### src/rtl/reg_bank_read_if.sv
`default_nettype none
// ============================================================================
// Module      : reg_bank_read_if
// Description : Write-enable/data and dual read-port bundle for reg_bank_read.
// Revision    : 1.0
// ============================================================================
interface reg_bank_read_if #(
    parameter int XLEN = 32
);
    logic [31:0]     enS;
    logic [XLEN-1:0] wd;
    logic [4:0]      rs1;
    logic [4:0]      rs2;
    logic            rd_req;
    logic [XLEN-1:0] rd1;
    logic [XLEN-1:0] rd2;
    logic            rd_valid;
    logic            wr_err;

    modport master (
        output enS, wd, rs1, rs2, rd_req,
        input  rd1, rd2, rd_valid, wr_err
    );

    modport slave (
        input  enS, wd, rs1, rs2, rd_req,
        output rd1, rd2, rd_valid, wr_err
    );
endinterface
`default_nettype wire

### src/rtl/reg_bank_read.sv
`default_nettype none
// ============================================================================
// Module      : reg_bank_read
// Description : 32 x XLEN register bank, one-hot write enable with illegal
//               pattern detection, registered dual read with write bypass.
// Revision    : 1.0
// ============================================================================
module reg_bank_read #(
    parameter int XLEN = 32
) (
    input  wire logic       clk,
    input  wire logic       rst,
    reg_bank_read_if.slave  bus
);
    localparam int c_NREGS = 32;

    logic [XLEN-1:0] r_regs [c_NREGS];
    logic [XLEN-1:0] r_rd1;
    logic [XLEN-1:0] r_rd2;
    logic            r_rd_valid;
    logic            r_wr_err;

    logic            w_any;
    logic            w_onehot;
    logic            w_multi;
    logic            w_wr_legal;
    logic [XLEN-1:0] w_rd1;
    logic [XLEN-1:0] w_rd2;

    // Clearing the lowest set bit leaves zero exactly when one bit was set.
    assign w_any      = (bus.enS != 32'd0);
    assign w_onehot   = w_any && ((bus.enS & (bus.enS - 32'd1)) == 32'd0);
    assign w_multi    = w_any && !w_onehot;
    assign w_wr_legal = w_onehot && !bus.enS[0];

    // A legal write to the addressed register is forwarded; x0 is hardwired.
    always_comb begin
        w_rd1 = '0;
        w_rd2 = '0;
        if (bus.rs1 != 5'd0) begin
            w_rd1 = (w_wr_legal && bus.enS[bus.rs1]) ? bus.wd : r_regs[bus.rs1];
        end
        if (bus.rs2 != 5'd0) begin
            w_rd2 = (w_wr_legal && bus.enS[bus.rs2]) ? bus.wd : r_regs[bus.rs2];
        end
    end

    always_ff @(posedge clk) begin
        if (rst) begin
            for (int i = 0; i < c_NREGS; i++) begin
                r_regs[i] <= '0;
            end
        end else if (w_wr_legal) begin
            for (int i = 1; i < c_NREGS; i++) begin
                if (bus.enS[i]) begin
                    r_regs[i] <= bus.wd;
                end
            end
        end
    end

    always_ff @(posedge clk) begin
        if (rst) begin
            r_rd1      <= '0;
            r_rd2      <= '0;
            r_rd_valid <= 1'b0;
            r_wr_err   <= 1'b0;
        end else begin
            r_rd_valid <= bus.rd_req;
            r_wr_err   <= r_wr_err | w_multi;
            if (bus.rd_req) begin
                r_rd1 <= w_rd1;
                r_rd2 <= w_rd2;
            end
        end
    end

    assign bus.rd1      = r_rd1;
    assign bus.rd2      = r_rd2;
    assign bus.rd_valid = r_rd_valid;
    assign bus.wr_err   = r_wr_err;
endmodule
`default_nettype wire

### src/flat_wrapper.sv
// flat-port wrapper written by rule: the top's interface ports become plain ports
module reg_bank_read_flat 
#(
    parameter int XLEN = 32
)
  (clk, rst, bus_enS, bus_wd, bus_rs1, bus_rs2, bus_rd_req, bus_rd1, bus_rd2, bus_rd_valid, bus_wr_err);
  reg_bank_read_if #(.XLEN(XLEN)) bus_i ();
  input  wire logic clk;
  input  wire logic rst;
  input wire logic [$bits(bus_i.enS)-1:0] bus_enS;
  input wire logic [$bits(bus_i.wd)-1:0] bus_wd;
  input wire logic [$bits(bus_i.rs1)-1:0] bus_rs1;
  input wire logic [$bits(bus_i.rs2)-1:0] bus_rs2;
  input wire logic [$bits(bus_i.rd_req)-1:0] bus_rd_req;
  output wire logic [$bits(bus_i.rd1)-1:0] bus_rd1;
  output wire logic [$bits(bus_i.rd2)-1:0] bus_rd2;
  output wire logic [$bits(bus_i.rd_valid)-1:0] bus_rd_valid;
  output wire logic [$bits(bus_i.wr_err)-1:0] bus_wr_err;
  assign bus_i.enS = bus_enS;
  assign bus_i.wd = bus_wd;
  assign bus_i.rs1 = bus_rs1;
  assign bus_i.rs2 = bus_rs2;
  assign bus_i.rd_req = bus_rd_req;
  assign bus_rd1 = bus_i.rd1;
  assign bus_rd2 = bus_i.rd2;
  assign bus_rd_valid = bus_i.rd_valid;
  assign bus_wr_err = bus_i.wr_err;
  reg_bank_read #(.XLEN(XLEN)) u_core (.clk(clk), .rst(rst), .bus(bus_i));
endmodule
### config.mk
export PLATFORM = sky130hd
export DESIGN_NAME = reg_bank_read_flat
export DESIGN_NICKNAME = d
export VERILOG_FILES = /design/src/rtl/reg_bank_read_if.sv /design/src/rtl/reg_bank_read.sv /design/src/flat_wrapper.sv
export SDC_FILE = /design/constraint.sdc
export NUM_CORES = 2
export LEC_CHECK = 0
export CAP_MARGIN = 15
export CELL_PAD_IN_SITES_DETAIL_PLACEMENT = 1
export CELL_PAD_IN_SITES_GLOBAL_PLACEMENT = 1
export CORE_ASPECT_RATIO = 0.8
export CORE_UTILIZATION = 35
export CTS_BUF_LIST = sky130_fd_sc_hd__clkbuf_16
export CTS_CLUSTER_DIAMETER = 30
export DETAILED_ROUTE_END_ITERATION = 16
export GPL_TIMING_DRIVEN = 0
export PLACE_DENSITY = 0.63
export SLEW_MARGIN = 20
export SYNTH_ARGS = -nofsm -noshare
export SYNTH_HDL_FRONTEND = slang
export SYNTH_SLANG_ARGS = --single-unit
### constraint.sdc
create_clock -name clk -period 4.2 [get_ports clk]
set_clock_uncertainty 0.1 [all_clocks]
set_input_delay 1.05 -clock clk [delete_from_list [all_inputs] [get_ports clk]]
set_output_delay 1.05 -clock clk [all_outputs]
set_load 0.1 [all_outputs]
# Word level (Yosys, flattened, before mapping)
# Memories as Yosys holds them, arrays and structs flattened.
# Index checks and enable logic that the tools add are counted.
dict set report totals {
  out_inout_bits 66
  reg_bits 66
  n_memories 1
  ram_bits 1024
  word_cells 217
}
dict set report op_classes {
  n_reduce_logical 11
  n_mux 165
  n_lt_le_gt_ge 2
  bitwise_logic 33
  n_addsub 1
}
# name words word_bits rd rd_clocked_by_memory_dff write_ports line
set memory_table {}
lappend memory_table {u_core.r_regs 32 32 2 0 32 reg_bank_read.sv:17} ;# logic [XLEN-1:0] r_regs [c_NREGS];
# op count
set ops {}
lappend ops {{2-to-1 mux 32 bit} 35}
lappend ops {{2-to-1 mux 1 bit} 128}
lappend ops {{bitwise AND 32 bit} 1}
lappend ops {{logical NOT 32 bit} 1}
lappend ops {{OR 1 bit} 32}
lappend ops {{nonzero test 32 bit} 1}
lappend ops {{subtractor 32 x 1 -> 32 bit (second input constant)} 1}
lappend ops {{< comparator 5 x 6 -> 1 bit (second input constant)} 2}
lappend ops {{binary-select mux 1 bit (select 5 bit)} 2}
lappend ops {{nonzero test 5 bit} 2}
lappend ops {{logical AND 1 bit} 5}
lappend ops {{logical NOT 1 bit} 2}

# Logic depth before layout (Yosys ltp)
dict set report logic_depth {
  depth_word 9
  depth_mapped 13
  depth_no_buf 7
}

# Worst setup path before layout
# No wires, ideal clock.
dict set report synth_timing {
  path_kind {input -> register}
  startpoint {input port bus_enS[0]}
  endpoint {memory u_core.r_regs[18][0], enable pin}
  arrival_time_ns 4.026
  setup_ns 0.388
  path_buffers 3
  stages 10
  setup_slack_ns -0.314
  cell_sequence {clkbuf_1 > nor3_1 > nand2_1 > o31a_1 > or4_1 > clkbuf_1 > or2_1 > nor3_1 > buf_2 > a21o_1}
}
# item line
set synth_rtl {}
lappend synth_rtl {{start, declared} flat_wrapper.sv:10} ;# input wire logic [$bits(bus_i.enS)-1:0] bus_enS;
lappend synth_rtl {{end, declared} reg_bank_read.sv:17}

# Worst setup path after layout
dict set report layout_timing {
  startpoint {input port bus_rs2[1]}
  endpoint {register u_core.r_rd2[22], in the netlist u_core.bus.rd2[22]}
}
dict set report layout_via {
  elab_chain_len 5
}
# item line
set layout_lines {}
lappend layout_lines {{start, declared} flat_wrapper.sv:13} ;# input wire logic [$bits(bus_i.rs2)-1:0] bus_rs2;
lappend layout_lines {{binary-select mux 1 bit (select 5 bit)} reg_bank_read.sv:44} ;# w_rd2 = (w_wr_legal && bus.enS[bus.rs2]) ? bus.wd : r_regs[bus.rs2];
lappend layout_lines {{2-to-1 mux 1 bit (not written as such)} reg_bank_read.sv:44}
lappend layout_lines {{logical AND 1 bit} reg_bank_read.sv:44}
lappend layout_lines {{2-to-1 mux 32 bit} reg_bank_read.sv:44}
lappend layout_lines {{2-to-1 mux 32 bit *} reg_bank_read.sv:43} ;# if (bus.rs2 != 5'd0) begin
lappend layout_lines {{end signal, assigned} reg_bank_read.sv:73} ;# r_rd2 <= w_rd2;
lappend layout_lines {{end, declared} reg_bank_read.sv:19} ;# logic [XLEN-1:0] r_rd2;
# Every way passes the cells marked *; elsewhere a longest branch is shown, timed or not. The select of a mux whose other input is x is not followed.
# A chain may end at the register's enable or synchronous reset.

==> out/qor.yml <==
via_count: 41400
layout_commonest_cell: "edfxtp_1"
clk_latency_ps: 850
critical_path.top_delay_family: "buffers and inverters"
fmax_mhz: 226
ant_nets: 0
rows: 127
synth_largest_area_cell: "edfxtp_1"
cts_buffers: 211
drv_cap: 0
p_per_area_nw_per_um2: 513
drt_pass1_iterations: 14
dieWidth_microns: 437
gp_congestion: 0.964
synth_seq_area_share_pct: 58.7
synth_compound_area_share_pct: 3.95
synth_fa_ha_area_share_pct: 0.0567
io_buffers: 137
wl_met2_microns: 111000
worstSetupStartpointType: "input pin"
routed_wl_microns: 270000
grt-ovfl-total: 0
syn_area_per_cell_sq_um: 15.9
drc: 5
placed_area_sq_um: 57700
core_area_sq_um: 150000
synth_mux_area_share_pct: 26.3
synth_top_family_by_area: "multiplexers"
final_area_sq_um: 67300
wl_per_cell_microns: 44.8
violations: "DRC, setup timing"
required_ps: 4870
hold_viol: 0
start_util_pct: 35.3
syn_to_final_growth_pct: 27.1
final.setup.worst_slack_ps: -229
status: "finished with violations"
ctsHoldBuffers: 0
finalSetupViolCount: 492
total_power_w: 0.0345
dp_slack_ps: -2710
first_global_vias: 39400
wl_met3_microns: 44200
fin_nets: 3917
drv_slew: 0
grt_usage_pct: 33.9
grt_start_max_net_pins: 33
synth_xor_area_share_pct: 0
clkTransAtPathRegs_ps: 50
crit_buf_inv: 4
slowest_delay_ps: 890
worst_pin_slew_ps: 1340
fin_crit_ps: 4430
path_cells: "clkdlybuf4s50_1, clkbuf_2, mux4_2, mux4_2, mux2_2, clkbuf_1, clkbuf_1, nand4_1, o211ai_1"
synth_area_leaders: "edfxtp_1 (56%), mux4_2 (24%), nor2_1 (4.0%)"
grt_pass1_wl_microns: 347000
yosys.area_share.simple_pct: 8.14
worstPathMaxFanout: 10
syn-num-nets: 3409
root_buffer: "clkbuf_16"
final_cell_mix: "edfxtp_1 (992), mux4_2 (568), nor2_1 (565)"
antenna_found_initial: 14
wl_met1_microns: 95500
finalCritPeriodShare_pct: 105
arrival_ps: 5090
clock-sinks: 1058
vdd_drop_max_v: 0.000371
final.setup.tns_ps: -20250
cp-end-kind: "register"
synthesis.area_sq_um: 53000
yosysTopAreaCellShare_pct: 56.2
cp_slowest_cell: "clkbuf_1"
cts_tree: "done"
critPathKind: "input pin to register"
ios: 143
ys_seq_elements: 1058
maxSlewHeadroom_pct: 10.8
die_y_microns: 350
via_per_inst: 6.87
top_layer: "met5"
syn_inst: 3332
min_path_type: "register to register"
drive_above_1_share_pct: 35.0
fp.dieArea_sq_um: 153000
dp_hpwl_microns: 166000
power_leakage_nw: 22.8
drt_iter0_drc: 7725
ys_types: 51
htreeDepth: 4
yosysWarnings: 0
cts.path.max_buffers: 3
[repair_timing]
item                                     CTS  global route
buffers inserted                          66            53
pin swaps                                  6             7
gates cloned                               8             8
gates resized for setup                  115           117
endpoints found under the setup margin  1707          1213
[per-stage QoR]
step | instances | utilization (%) | hold WS, ps
6_report | 6031 | 44.9 | 388
5_1_grt | 6023 | 44.9 | 403
4_1_cts | 5962 | 44.1 | 386
3_5_place_dp | 5494 | 38.5 | 375
3_3_place_gp | 5468 | 38.0 | 374
2_1_floorplan | 3332 | - | 727
[power by group]
| part | total [W] | leakage, nW | switching, W | internal, W |
|---|---|---|---|---|
| registers | 0.0127 | 10.0 | 0.000395 | 0.0123 |
| logic | 0.00456 | 9.24 | 0.00285 | 0.00172 |
| clock network | 0.0173 | 3.58 | 0.00617 | 0.0111 |
[path summary, 6_finish.rpt]
path                                   start                         endpoint  slack (ps)  depth (start not counted)
max                               bus_rs2[1]  u_core.bus.rd2[22]$_SDFFE_PP0P_        -230                          9
min          u_core.bus.rd2[17]$_SDFFE_PP0P_  u_core.bus.rd2[17]$_SDFFE_PP0P_         390                          2
max reg2reg  u_core.r_regs[23][25]$_DFFE_PP_  u_core.bus.rd1[25]$_SDFFE_PP0P_        1770                          4
min reg2reg  u_core.bus.rd2[17]$_SDFFE_PP0P_  u_core.bus.rd2[17]$_SDFFE_PP0P_         390                          2
[sequential cells by signal (all words and copies together) (netlist names)]
name / flops
u_core.bus.wr_err: 1
u_core.bus.rd1: 32
u_core.bus.rd2: 32
u_core.r_regs: 992
u_core.bus.rd_valid: 1
[worst register-to-register path, cell delays in order (launching register included)]
cell	delay [ps]
edfxtp_1	390
mux4_2	540
mux4_2	490
o211ai_1	610
o211ai_1	160
[cell families (layout without fill, tap and decap cells)]
| family | Yosys count | count (layout) |
|---|---|---|
| flops | 1058 | 1058 |
| simple gates | 945 | 948 |
| mux | 672 | 672 |
| buf+inv | 386 | 1062 |
| compound gates | 268 | 280 |
| fa+ha+maj | 3 | 3 |
| other cells | 0 | 9 |
[synthesized netlist by cell type (all sizes together)]
cell type	n
o31a	3
nor4	38
a22oi	17
o2111ai	1
a21oi	7
maj3	3
a2111o	1
nor2b	7
or2	4
dfxtp	66
o41ai	2
nand4b	1
nand3	40
nor3	40
or4b	4
nand2	65
a221oi	12
a31o	5
nor2	569
o21ai	9
nor4b	1
o211ai	125
and2	5
nand4	50
or4	6
mux4	568
o31ai	7
clkbuf	257
and3	2
a21o	11
or3	4
inv	34
edfxtp	992
buf	95
mux2	65
nand2b	109
mux2i	39
o32ai	4
a2111oi	3
a22o	61
[routing by layer]
metal | track usage, % | vias up
met1 | 43.8 | 21800
met4 | 20.2 | 26
met2 | 47.9 | 3956
met5 | 0.217 | -
li1 | - | 14600
met3 | 13.6 | 995
[area by class of cell]
type,instances,area [sq um]
fillers,14600,82700
flip-flops and latches,1058,31100
multi-input cells,1903,20900
clock buffers,216,5410
repair buffers,284,3700
well taps,1999,2500
clock inverters,180,1840
plain buffers,348,1700
inverters,34,128
diodes,9,22.5
Note: power is estimated with default switching activity, not from simulation.
